<file path="src/rtl/branch_ctrl_if.sv">
// ---------------------------------------------------------------------------
// definitions / branch_ctrl_if
//
// definitions : opcode constants shared by the decoder, the ALU and the
//               branch/PC stage (5-bit opcode space).
// branch_ctrl_if : bundle of the execute-stage signals seen by branch_ctrl.
//   Driven by the datapath (master):
//     start     one-cycle pulse, begin execution at PC 0 from IDLE or HALT
//     halt_req  decoded halt instruction in the current cycle
//     stall     hold PC and flags this cycle
//     op        opcode of the instruction in execute
//     alu_z     ALU equal flag
//     alu_lt    ALU less-than flag
//     alu_co    ALU carry-out
//     target    absolute branch target (PC_W bits)
//   Driven by branch_ctrl (slave):
//     pc        registered program counter (PC_W bits)
//     flag_z, flag_lt, flag_c  registered condition flags
//     taken     combinational branch-redirect indication
//     running   registered, core is in RUN
//     done      registered, core is in HALT
// ---------------------------------------------------------------------------
package definitions;
    localparam logic [4:0] kADD = 5'd0;
    localparam logic [4:0] kSUB = 5'd1;
    localparam logic [4:0] kCMP = 5'd2;
    localparam logic [4:0] kMOV = 5'd3;
    localparam logic [4:0] kAND = 5'd4;
    localparam logic [4:0] kOR  = 5'd5;
    localparam logic [4:0] kLD  = 5'd6;
    localparam logic [4:0] kST  = 5'd7;
    localparam logic [4:0] kBE  = 5'd8;
    localparam logic [4:0] kBL  = 5'd9;
    localparam logic [4:0] kBG  = 5'd10;
    localparam logic [4:0] kBA  = 5'd11;
    localparam logic [4:0] kHLT = 5'd12;
endpackage

interface branch_ctrl_if #(
    parameter int PC_W = 10
);
    logic            start;
    logic            halt_req;
    logic            stall;
    logic [4:0]      op;
    logic            alu_z;
    logic            alu_lt;
    logic            alu_co;
    logic [PC_W-1:0] target;

    logic [PC_W-1:0] pc;
    logic            flag_z;
    logic            flag_lt;
    logic            flag_c;
    logic            taken;
    logic            running;
    logic            done;

    modport master (
        output start, halt_req, stall, op, alu_z, alu_lt, alu_co, target,
        input  pc, flag_z, flag_lt, flag_c, taken, running, done
    );

    modport slave (
        input  start, halt_req, stall, op, alu_z, alu_lt, alu_co, target,
        output pc, flag_z, flag_lt, flag_c, taken, running, done
    );
endinterface

</file>
<file path="src/rtl/branch_ctrl.sv">
// ---------------------------------------------------------------------------
// branch_ctrl
//
// Program-counter and branch-resolution stage behind the ALU. Latches the
// ALU condition outputs into a flag register, chooses PC+1 or the branch
// target each cycle, and sequences the IDLE -> RUN -> HALT lifecycle.
//
// Ports:
//   clk    system clock, all state updates on the rising edge
//   reset  synchronous, active-high reset
//   bus    branch_ctrl_if.slave (see branch_ctrl_if.sv for the signal list)
//
// The PC_W parameter must match the PC_W of the connected interface.
// ---------------------------------------------------------------------------
module branch_ctrl
    import definitions::*;
#(
    parameter int PC_W = 10
) (
    input  logic          clk,
    input  logic          reset,
    branch_ctrl_if.slave  bus
);

    typedef enum logic [1:0] {
        S_IDLE = 2'd0,
        S_RUN  = 2'd1,
        S_HALT = 2'd2
    } state_t;

    state_t          state_q, state_d;
    logic [PC_W-1:0] pc_q, pc_d;
    logic            flag_z_q, flag_z_d;
    logic            flag_lt_q, flag_lt_d;
    logic            flag_c_q, flag_c_d;
    logic            running_q, done_q;

    logic            cond_met;
    logic            taken;

    // Branch condition is evaluated on the registered flags only, so a CMP
    // in the previous cycle feeds a branch this cycle with no bubble.
    always_comb begin
        cond_met = 1'b0;
        unique case (bus.op)
            kBE:     cond_met = flag_z_q;
            kBL:     cond_met = flag_lt_q;
            kBG:     cond_met = !flag_z_q && !flag_lt_q;
            kBA:     cond_met = 1'b1;
            default: cond_met = 1'b0;
        endcase
    end

    // A halting or stalled instruction never redirects the PC.
    assign taken = (state_q == S_RUN) && !bus.stall && !bus.halt_req && cond_met;

    // Next-state / next-PC / next-flag logic.
    always_comb begin
        state_d   = state_q;
        pc_d      = pc_q;
        flag_z_d  = flag_z_q;
        flag_lt_d = flag_lt_q;
        flag_c_d  = flag_c_q;

        unique case (state_q)
            S_IDLE: begin
                pc_d = '0;
                if (bus.start) begin
                    state_d = S_RUN;
                end
            end

            S_RUN: begin
                // start is ignored here; halt beats stall beats branch.
                if (bus.halt_req) begin
                    state_d = S_HALT;
                end else if (!bus.stall) begin
                    // PC+1 wraps naturally at 2**PC_W.
                    pc_d = taken ? bus.target : pc_q + 1'b1;
                    if (bus.op == kCMP) begin
                        flag_z_d  = bus.alu_z;
                        flag_lt_d = bus.alu_lt;
                    end else if (bus.op == kADD || bus.op == kSUB) begin
                        flag_c_d  = bus.alu_co;
                    end
                end
            end

            S_HALT: begin
                // Restart is a fresh run: PC back to 0 and stale flags dropped.
                if (bus.start) begin
                    state_d   = S_RUN;
                    pc_d      = '0;
                    flag_z_d  = 1'b0;
                    flag_lt_d = 1'b0;
                    flag_c_d  = 1'b0;
                end
            end

            default: begin
                state_d = S_IDLE;
                pc_d    = '0;
            end
        endcase
    end

    always_ff @(posedge clk) begin
        if (reset) begin
            state_q   <= S_IDLE;
            pc_q      <= '0;
            flag_z_q  <= 1'b0;
            flag_lt_q <= 1'b0;
            flag_c_q  <= 1'b0;
            running_q <= 1'b0;
            done_q    <= 1'b0;
        end else begin
            state_q   <= state_d;
            pc_q      <= pc_d;
            flag_z_q  <= flag_z_d;
            flag_lt_q <= flag_lt_d;
            flag_c_q  <= flag_c_d;
            // Status bits registered from the next state so they track
            // state_q exactly without a decode on the output path.
            running_q <= (state_d == S_RUN);
            done_q    <= (state_d == S_HALT);
        end
    end

    assign bus.pc      = pc_q;
    assign bus.flag_z  = flag_z_q;
    assign bus.flag_lt = flag_lt_q;
    assign bus.flag_c  = flag_c_q;
    assign bus.taken   = taken;
    assign bus.running = running_q;
    assign bus.done    = done_q;

endmodule

</file>
<file path="src/flat_wrapper.sv">
// flat-port wrapper written by rule: the top's interface ports become plain ports
module branch_ctrl_flat import definitions::*;
#(
    parameter int PC_W = 10
)
  (clk, reset, bus_start, bus_halt_req, bus_stall, bus_op, bus_alu_z, bus_alu_lt, bus_alu_co, bus_target, bus_pc, bus_flag_z, bus_flag_lt, bus_flag_c, bus_taken, bus_running, bus_done);
  branch_ctrl_if #(.PC_W(PC_W)) bus_i ();
  input  logic clk;
  input  logic reset;
  input wire logic [$bits(bus_i.start)-1:0] bus_start;
  input wire logic [$bits(bus_i.halt_req)-1:0] bus_halt_req;
  input wire logic [$bits(bus_i.stall)-1:0] bus_stall;
  input wire logic [$bits(bus_i.op)-1:0] bus_op;
  input wire logic [$bits(bus_i.alu_z)-1:0] bus_alu_z;
  input wire logic [$bits(bus_i.alu_lt)-1:0] bus_alu_lt;
  input wire logic [$bits(bus_i.alu_co)-1:0] bus_alu_co;
  input wire logic [$bits(bus_i.target)-1:0] bus_target;
  output wire logic [$bits(bus_i.pc)-1:0] bus_pc;
  output wire logic [$bits(bus_i.flag_z)-1:0] bus_flag_z;
  output wire logic [$bits(bus_i.flag_lt)-1:0] bus_flag_lt;
  output wire logic [$bits(bus_i.flag_c)-1:0] bus_flag_c;
  output wire logic [$bits(bus_i.taken)-1:0] bus_taken;
  output wire logic [$bits(bus_i.running)-1:0] bus_running;
  output wire logic [$bits(bus_i.done)-1:0] bus_done;
  assign bus_i.start = bus_start;
  assign bus_i.halt_req = bus_halt_req;
  assign bus_i.stall = bus_stall;
  assign bus_i.op = bus_op;
  assign bus_i.alu_z = bus_alu_z;
  assign bus_i.alu_lt = bus_alu_lt;
  assign bus_i.alu_co = bus_alu_co;
  assign bus_i.target = bus_target;
  assign bus_pc = bus_i.pc;
  assign bus_flag_z = bus_i.flag_z;
  assign bus_flag_lt = bus_i.flag_lt;
  assign bus_flag_c = bus_i.flag_c;
  assign bus_taken = bus_i.taken;
  assign bus_running = bus_i.running;
  assign bus_done = bus_i.done;
  branch_ctrl #(.PC_W(PC_W)) u_core (.clk(clk), .reset(reset), .bus(bus_i));
endmodule
</file>
<file path="config.mk">
export PLATFORM = sky130hd
export DESIGN_NAME = branch_ctrl_flat
export DESIGN_NICKNAME = d
export VERILOG_FILES = /design/src/rtl/branch_ctrl_if.sv /design/src/rtl/branch_ctrl.sv /design/src/flat_wrapper.sv
export SDC_FILE = /design/constraint.sdc
export NUM_CORES = 1
export LEC_CHECK = 0
export CAP_MARGIN = 5
export CORE_MARGIN = 10
export CORE_UTILIZATION = 42
export CTS_CLUSTER_DIAMETER = 120
export DETAILED_ROUTE_END_ITERATION = 6
export PLACE_DENSITY = 0.86
export SETUP_SLACK_MARGIN = 0.15
export SYNTH_ARGS = -nofsm -noshare
export SYNTH_HDL_FRONTEND = slang
export SYNTH_SLANG_ARGS = --single-unit
</file>
<file path="constraint.sdc">
create_clock -name clk -period 2.2 [get_ports clk]
set_input_delay 0.55 -clock clk [delete_from_list [all_inputs] [get_ports clk]]
set_output_delay 0.55 -clock clk [all_outputs]
set_load 0.02 [all_outputs]
</file>
==> results.toml, run 1 <==
[outcome]
status = "complete, no violations"

[place]
port_buffers = 38
dpl_worst_slack_ns = -0.636
place_congestion = 0.808
hpwlAfterDp_um = 2360

[floorplan]
fp.dieH_um = 68.5
initial_utilization = 0.441
rows = 17
ios = 39
die_area_mm2 = 0.00469
coreArea_mm2 = 0.00223
die_w_um = 68.5

[yosys]
synth_area_um2 = 986
syn_inst = 117
synth_edf_count = 0
ys_types = 39
synthSimpleGateAreaFrac = 0.286
yosys_warnings = 0
ys_seq_elements = 17
synth.top_cells.by_count = "17 x dfxtp_1, 13 x a21oi_1, 9 x nor2_1"
ys_seq_area_frac = 0.345
avgSynthCellArea_um2 = 8.43
synth_adder_area_share = 0.0127
synth_top_family_by_area = "simple AND/OR/NAND/NOR gates"
synthTopCellsByArea = "dfxtp_1 35%, mux2i_1 7.1%, a21oi_1 6.6%"
synth-xor-area-share = 0
synthMuxAreaShare = 0.0711
synth-main-ff-cell = "dfxtp_1"
async_reset_ff_frac = 0
syn_nets = 141
synth_compound_area_frac = 0.237
yosysTopAreaCell = "dfxtp_1"
yosysMostFrequentCell = "dfxtp_1"
synth.top_cell.area_share = 0.345

[sta]
finalCriticalPeriod_ns = 2.03
setup_tns_ns = 0
drv_slew = 0
slew_headroom = 0.760
fmax_mhz = 492
rsz0062_at_grt = "no"
hold_viol_final = 0
worstMarginPinSlew_ns = 0.357
hold_ws_ns = 0.497
period_share = 0.923
fin_skew_ns = 0.00344
finalSetupViolCount = 0
worst_slack_ns = 0.168

[layout]
antenna_cells = 0
final_nets = 194
drive_above_1_share = 0.166
utilization = 0.671
syn_to_final_growth_pct = 51.9

[hold_path]
hold_class = "register to register"
hp-start = "u_core.bus.pc[9]"
holdPathStages = 2

[route]
final_antenna_net_count = 0
viasPerCell = 5.35
firstDrtPassIters = 4
drt_iter0_drc = 26
highest_layer = "met4"
drc = 0
wl_met2_um = 1380
detail_route.wirelength_um = 2890
met3WireLength_um = 341
wl_met1_um = 1160
vias = 1054
routedWlPerCell_um = 14.7

[pwr]
totalPowerFinal_uw = 594
power_density_mw_per_mm2 = 397
peakVddDrop_mv = 0.270
power_leakage_uw = 0.000567

[worst_setup_path]
required_ns = 1.65
max_stage_delay_ns = 0.55
rr_startpoint = "u_core.bus.pc[0]"
critPathLaunch = "bus_stall"
path_max_fanout = 2
reg2regPathDepth = 5
worstSetupPathType = "input port to primary output"
cp-start-kind = "input port"
crit_chain = "buf_2 > or4b_4 > nor2_4 > buf_6"
crit_path_top_delay_cell = "or4b_4"
crit_arrival_ns = 1.48
endpoint_kind = "primary output"

[global_routing]
overflow = 0
grt_max_degree = 11
grt_pass1_wl_um = 4750
grt_pass1_vias = 1060
antenna_found_initial = 0
gr-usage-all-layers = 0.128

[clocking]
postCtsSetupRepairBufs = 0
cts_tree = "done"
clock_sinks = 17
htreeDepth = 1
clock-root-buffer = "clkbuf_4"
cts_buffers = 3
clock_path_buffers = 2
path_clk_slew_ns = 0.10
clock_latency_ns = 0.28

[job]
maxCapViolations = 0
-- per-stage QoR --
stage | std cells | cell area, um2
2_1_floorplan | 117 | 986
4_1_cts | 197 | 1500
5_1_grt | 197 | 1500
3_5_place_dp | 193 | 1480
3_3_place_gp | 193 | 1480
6_report | 197 | 1500
-- layer usage --
metal | vias to the layer above | track usage
met3 | 2 | 0.0587
met4 | 0 | 0.0503
met1 | 479 | 0.131
met5 | - | 0
met2 | 35 | 0.222
li1 | 538 | -
-- critical path: cells and delay by family --
| family | cells | cell delay [ns] |
|---|---|---|
| AND/OR/NAND/NOR | 2 | 0.69 |
| buffers and inverters | 2 | 0.23 |
-- cells by family (layout without fill, tap and decap cells) --
group                    Yosys count  count (layout)
buffers and inverters             11              63
adder cells (fa/ha/maj)            1               1
AO/OA/AOI/OAI                     35              35
multiplexers                       7               7
flip-flops                        17              17
AND/OR/NAND/NOR                   46              46
-- where the power goes --
part	total, uW	switching (uW)	leakage (uW)	internal, uW
clock	166	95.8	0.0000150	70.4
combinational	111	48.1	0.000415	63.3
sequential	316	3.16	0.000138	313
-- path summary, 6_finish.rpt --
check             slack [ns]               end
setup / recovery        0.17         bus_taken
hold / removal          0.50  u_core.bus.pc[9]
setup reg to reg        0.35  u_core.bus.pc[8]
hold reg to reg         0.50  u_core.bus.pc[9]
-- final cells by class --
type                            count  area [um2]
Clock buffer                        4        26.3
Multi-Input combinational cell     89         603
Timing Repair Buffer               51         463
Tap cell                           28        35.0
Inverter                            8        30.0
Fill cell                         211         736
Sequential cell                    17         340
-- state kept, by name (all words and copies together), names as in the netlist --
name and count:
u_core.bus.pc 10, u_core.bus.flag_c 1, u_core.bus.flag_z 1, u_core.bus.running 1
u_core.bus.done 1, u_core.state_q 2, u_core.bus.flag_lt 1
-- placed cells by master, fill, tap and decap left out, types with 2 or more instances in the layout --
cell type and n:
dlygate4sd2_1 5, o21ai_0 4, a22oi_1 2, mux2i_1 7, nor2_1 9, or3_1 2, nand3_1 8, inv_1 8
buf_2 2, o21ai_1 3, nor2b_1 2, clkbuf_4 3, buf_4 13, nand2_1 7, o22ai_1 5, dfxtp_1 17
or2_1 2, a21oi_1 13, clkdlybuf4s50_1 30, nand2b_1 2
-- repair_timing --
| action | in CTS | in global routing |
|---|---|---|
| gates resized for setup | 20 | 0 |
| endpoints found under the hold margin | 0 | 0 |
| hold buffers | 0 | 0 |
| endpoints found under the setup margin | 3 | 0 |
No activity file was read; power rests on OpenSTA's default activity.
==> inputs of run 2 (changes only) <==
--- a/config.mk
+++ b/config.mk
@@ -7,11 +7,12 @@
 export LEC_CHECK = 0
 export CAP_MARGIN = 5
 export CORE_MARGIN = 10
-export CORE_UTILIZATION = 42
+export CORE_UTILIZATION = 41
 export CTS_CLUSTER_DIAMETER = 120
 export DETAILED_ROUTE_END_ITERATION = 6
-export PLACE_DENSITY = 0.86
+export PLACE_DENSITY = 0.84
 export SETUP_SLACK_MARGIN = 0.15
 export SYNTH_ARGS = -nofsm -noshare
 export SYNTH_HDL_FRONTEND = slang
 export SYNTH_SLANG_ARGS = --single-unit
+export TNS_END_PERCENT = 30
==> results.toml, run 2 (same netlist as run 1, synthesis figures left out) <==
[outcome]
status = "complete, no violations"

[global_routing]
overflow = 0
gr-usage-all-layers = 0.122
grt_pass1_wl_um = 5200
antenna_found_initial = 0
grt_pass1_vias = 1210
grt_max_degree = 11

[pwr]
power_leakage_uw = 0.000588
peakVddDrop_mv = 0.377
power_density_mw_per_mm2 = 392

[route]
detail_route.wirelength_um = 3010
drt_iter0_drc = 37
viasPerCell = 5.48
vias = 1102
final_antenna_net_count = 0
drc = 0
routedWlPerCell_um = 15.0
firstDrtPassIters = 4

[floorplan]
rows = 17
die_w_um = 69.0
initial_utilization = 0.437
fp.dieH_um = 69.0
coreArea_mm2 = 0.00225
die_area_mm2 = 0.00477
ios = 39

[clocking]
cts_tree = "done"
clock_sinks = 17
cts_hold_buf = 0
clock_path_buffers = 2
cts_buffers = 3
htreeDepth = 1
clock_latency_ns = 0.29
path_clk_slew_ns = 0.10
clock-root-buffer = "clkbuf_4"

[worst_setup_path]
cp-start-kind = "input port"
crit_arrival_ns = 1.45
required_ns = 1.65
endpoint_kind = "primary output"
ff2ff_setup_slack_ns = 0.33
worstSetupPathType = "input port to primary output"
reg2regPathDepth = 5
path_max_fanout = 2

[place]
placed_area_mm2 = 0.00149
place_congestion = 0.876
port_buffers = 38
dp_cells = 194
hpwlAfterDp_um = 2440

[layout]
fillCellCount = 211
drive_above_1_share = 0.191
final_nets = 198
mostFrequentLayoutCells = "30 x clkdlybuf4s50_1, 17 x buf_4, 17 x dfxtp_1"
fin_area_mm2 = 0.00153
largest_reg_flops = 10
fin_cells = 201
syn_to_final_growth_pct = 55.2
layout_commonest_cell = "clkdlybuf4s50_1"
antenna_cells = 0

[sta]
finalCriticalPeriod_ns = 2.00
drv_slew = 0
rsz0062_at_grt = "no"
worstMarginPinSlew_ns = 0.351
period_share = 0.909
fmax_mhz = 500
hold_viol_final = 0
finalSetupViolCount = 0
slew_headroom = 0.764
fin_skew_ns = 0.00202

[job]
maxCapViolations = 0

[hold_path]
holdPathStages = 2
hold_class = "register to register"
run 2: cell count changes in the layout (fill, tap and decap cells not counted):
cell and delta:
buf_4 +4, clkdlybuf4s15_1 +1, clkbuf_1 -1, dlygate4sd2_1 -1, clkinv_2 +1
run 2: final cells by class:
| type | instances | area (um2) | area share |
|---|---|---|---|
| Clock buffer | 3 | 22.5 | 0.0147 |
| Sequential cell | 17 | 340 | 0.222 |
| Timing Repair Buffer | 55 | 494 | 0.323 |
| Tap cell | 28 | 35.0 | 0.0229 |
| Multi-Input combinational cell | 89 | 603 | 0.394 |
| Inverter | 8 | 30.0 | 0.0196 |
| Clock inverter | 1 | 5.00 | 0.00327 |
run 2: worst paths after layout:
| check | from | endpoint |
|---|---|---|
| hold reg to reg | u_core.bus.pc[9] | u_core.bus.pc[9] |
| hold / removal | u_core.bus.pc[9] | u_core.bus.pc[9] |
| setup / recovery | bus_stall | bus_taken |
| setup reg to reg | u_core.bus.pc[0] | u_core.bus.pc[8] |
run 2: critical path: stages:
cell,delay [ns]
buf_2,0.10
or4b_4,0.55
nor2_4,0.12
buf_6,0.13
run 2: through the flow:
| stage | hold slack, ns | setup TNS [ns] | util | total power (uW) | worst slack [ns] |
|---|---|---|---|---|---|
| after CTS | 0.500 | 0 | 0.678 | 609 | 0.171 |
| after floorplan | 0.549 | 0 | - | 367 | 0.238 |
| after detailed placement | 0.482 | -1.36 | 0.660 | 441 | -0.685 |
| after global routing | 0.525 | 0 | 0.679 | 628 | 0.160 |
| final | 0.497 | 0 | 0.679 | 600 | 0.200 |
| after global placement | 0.462 | -1.10 | 0.660 | 438 | -0.658 |
run 2: metal layers:
metal,vias to the layer above,GRT usage,routed length [um],part of all wire
met5,-,0,0,0
met4,0,0.0532,31,0.010
met3,6,0.0499,260,0.086
met2,41,0.209,1490,0.50
met1,510,0.128,1230,0.41
li1,545,-,-,-
run 2: what timing repair did:
| item | in CTS | in global routing |
|---|---|---|
| gates resized for setup | 20 | 1 |
| pin swaps | 4 | 2 |
| setup buffers | 3 | 0 |
| endpoints found under the setup margin | 2 | 1 |
run 2: report_power, final:
part	switching [uW]	internal (uW)	total, uW
clock	99.5	67.6	167
sequential	3.46	313	317
combinational	50.0	65.7	116
total	153	447	600
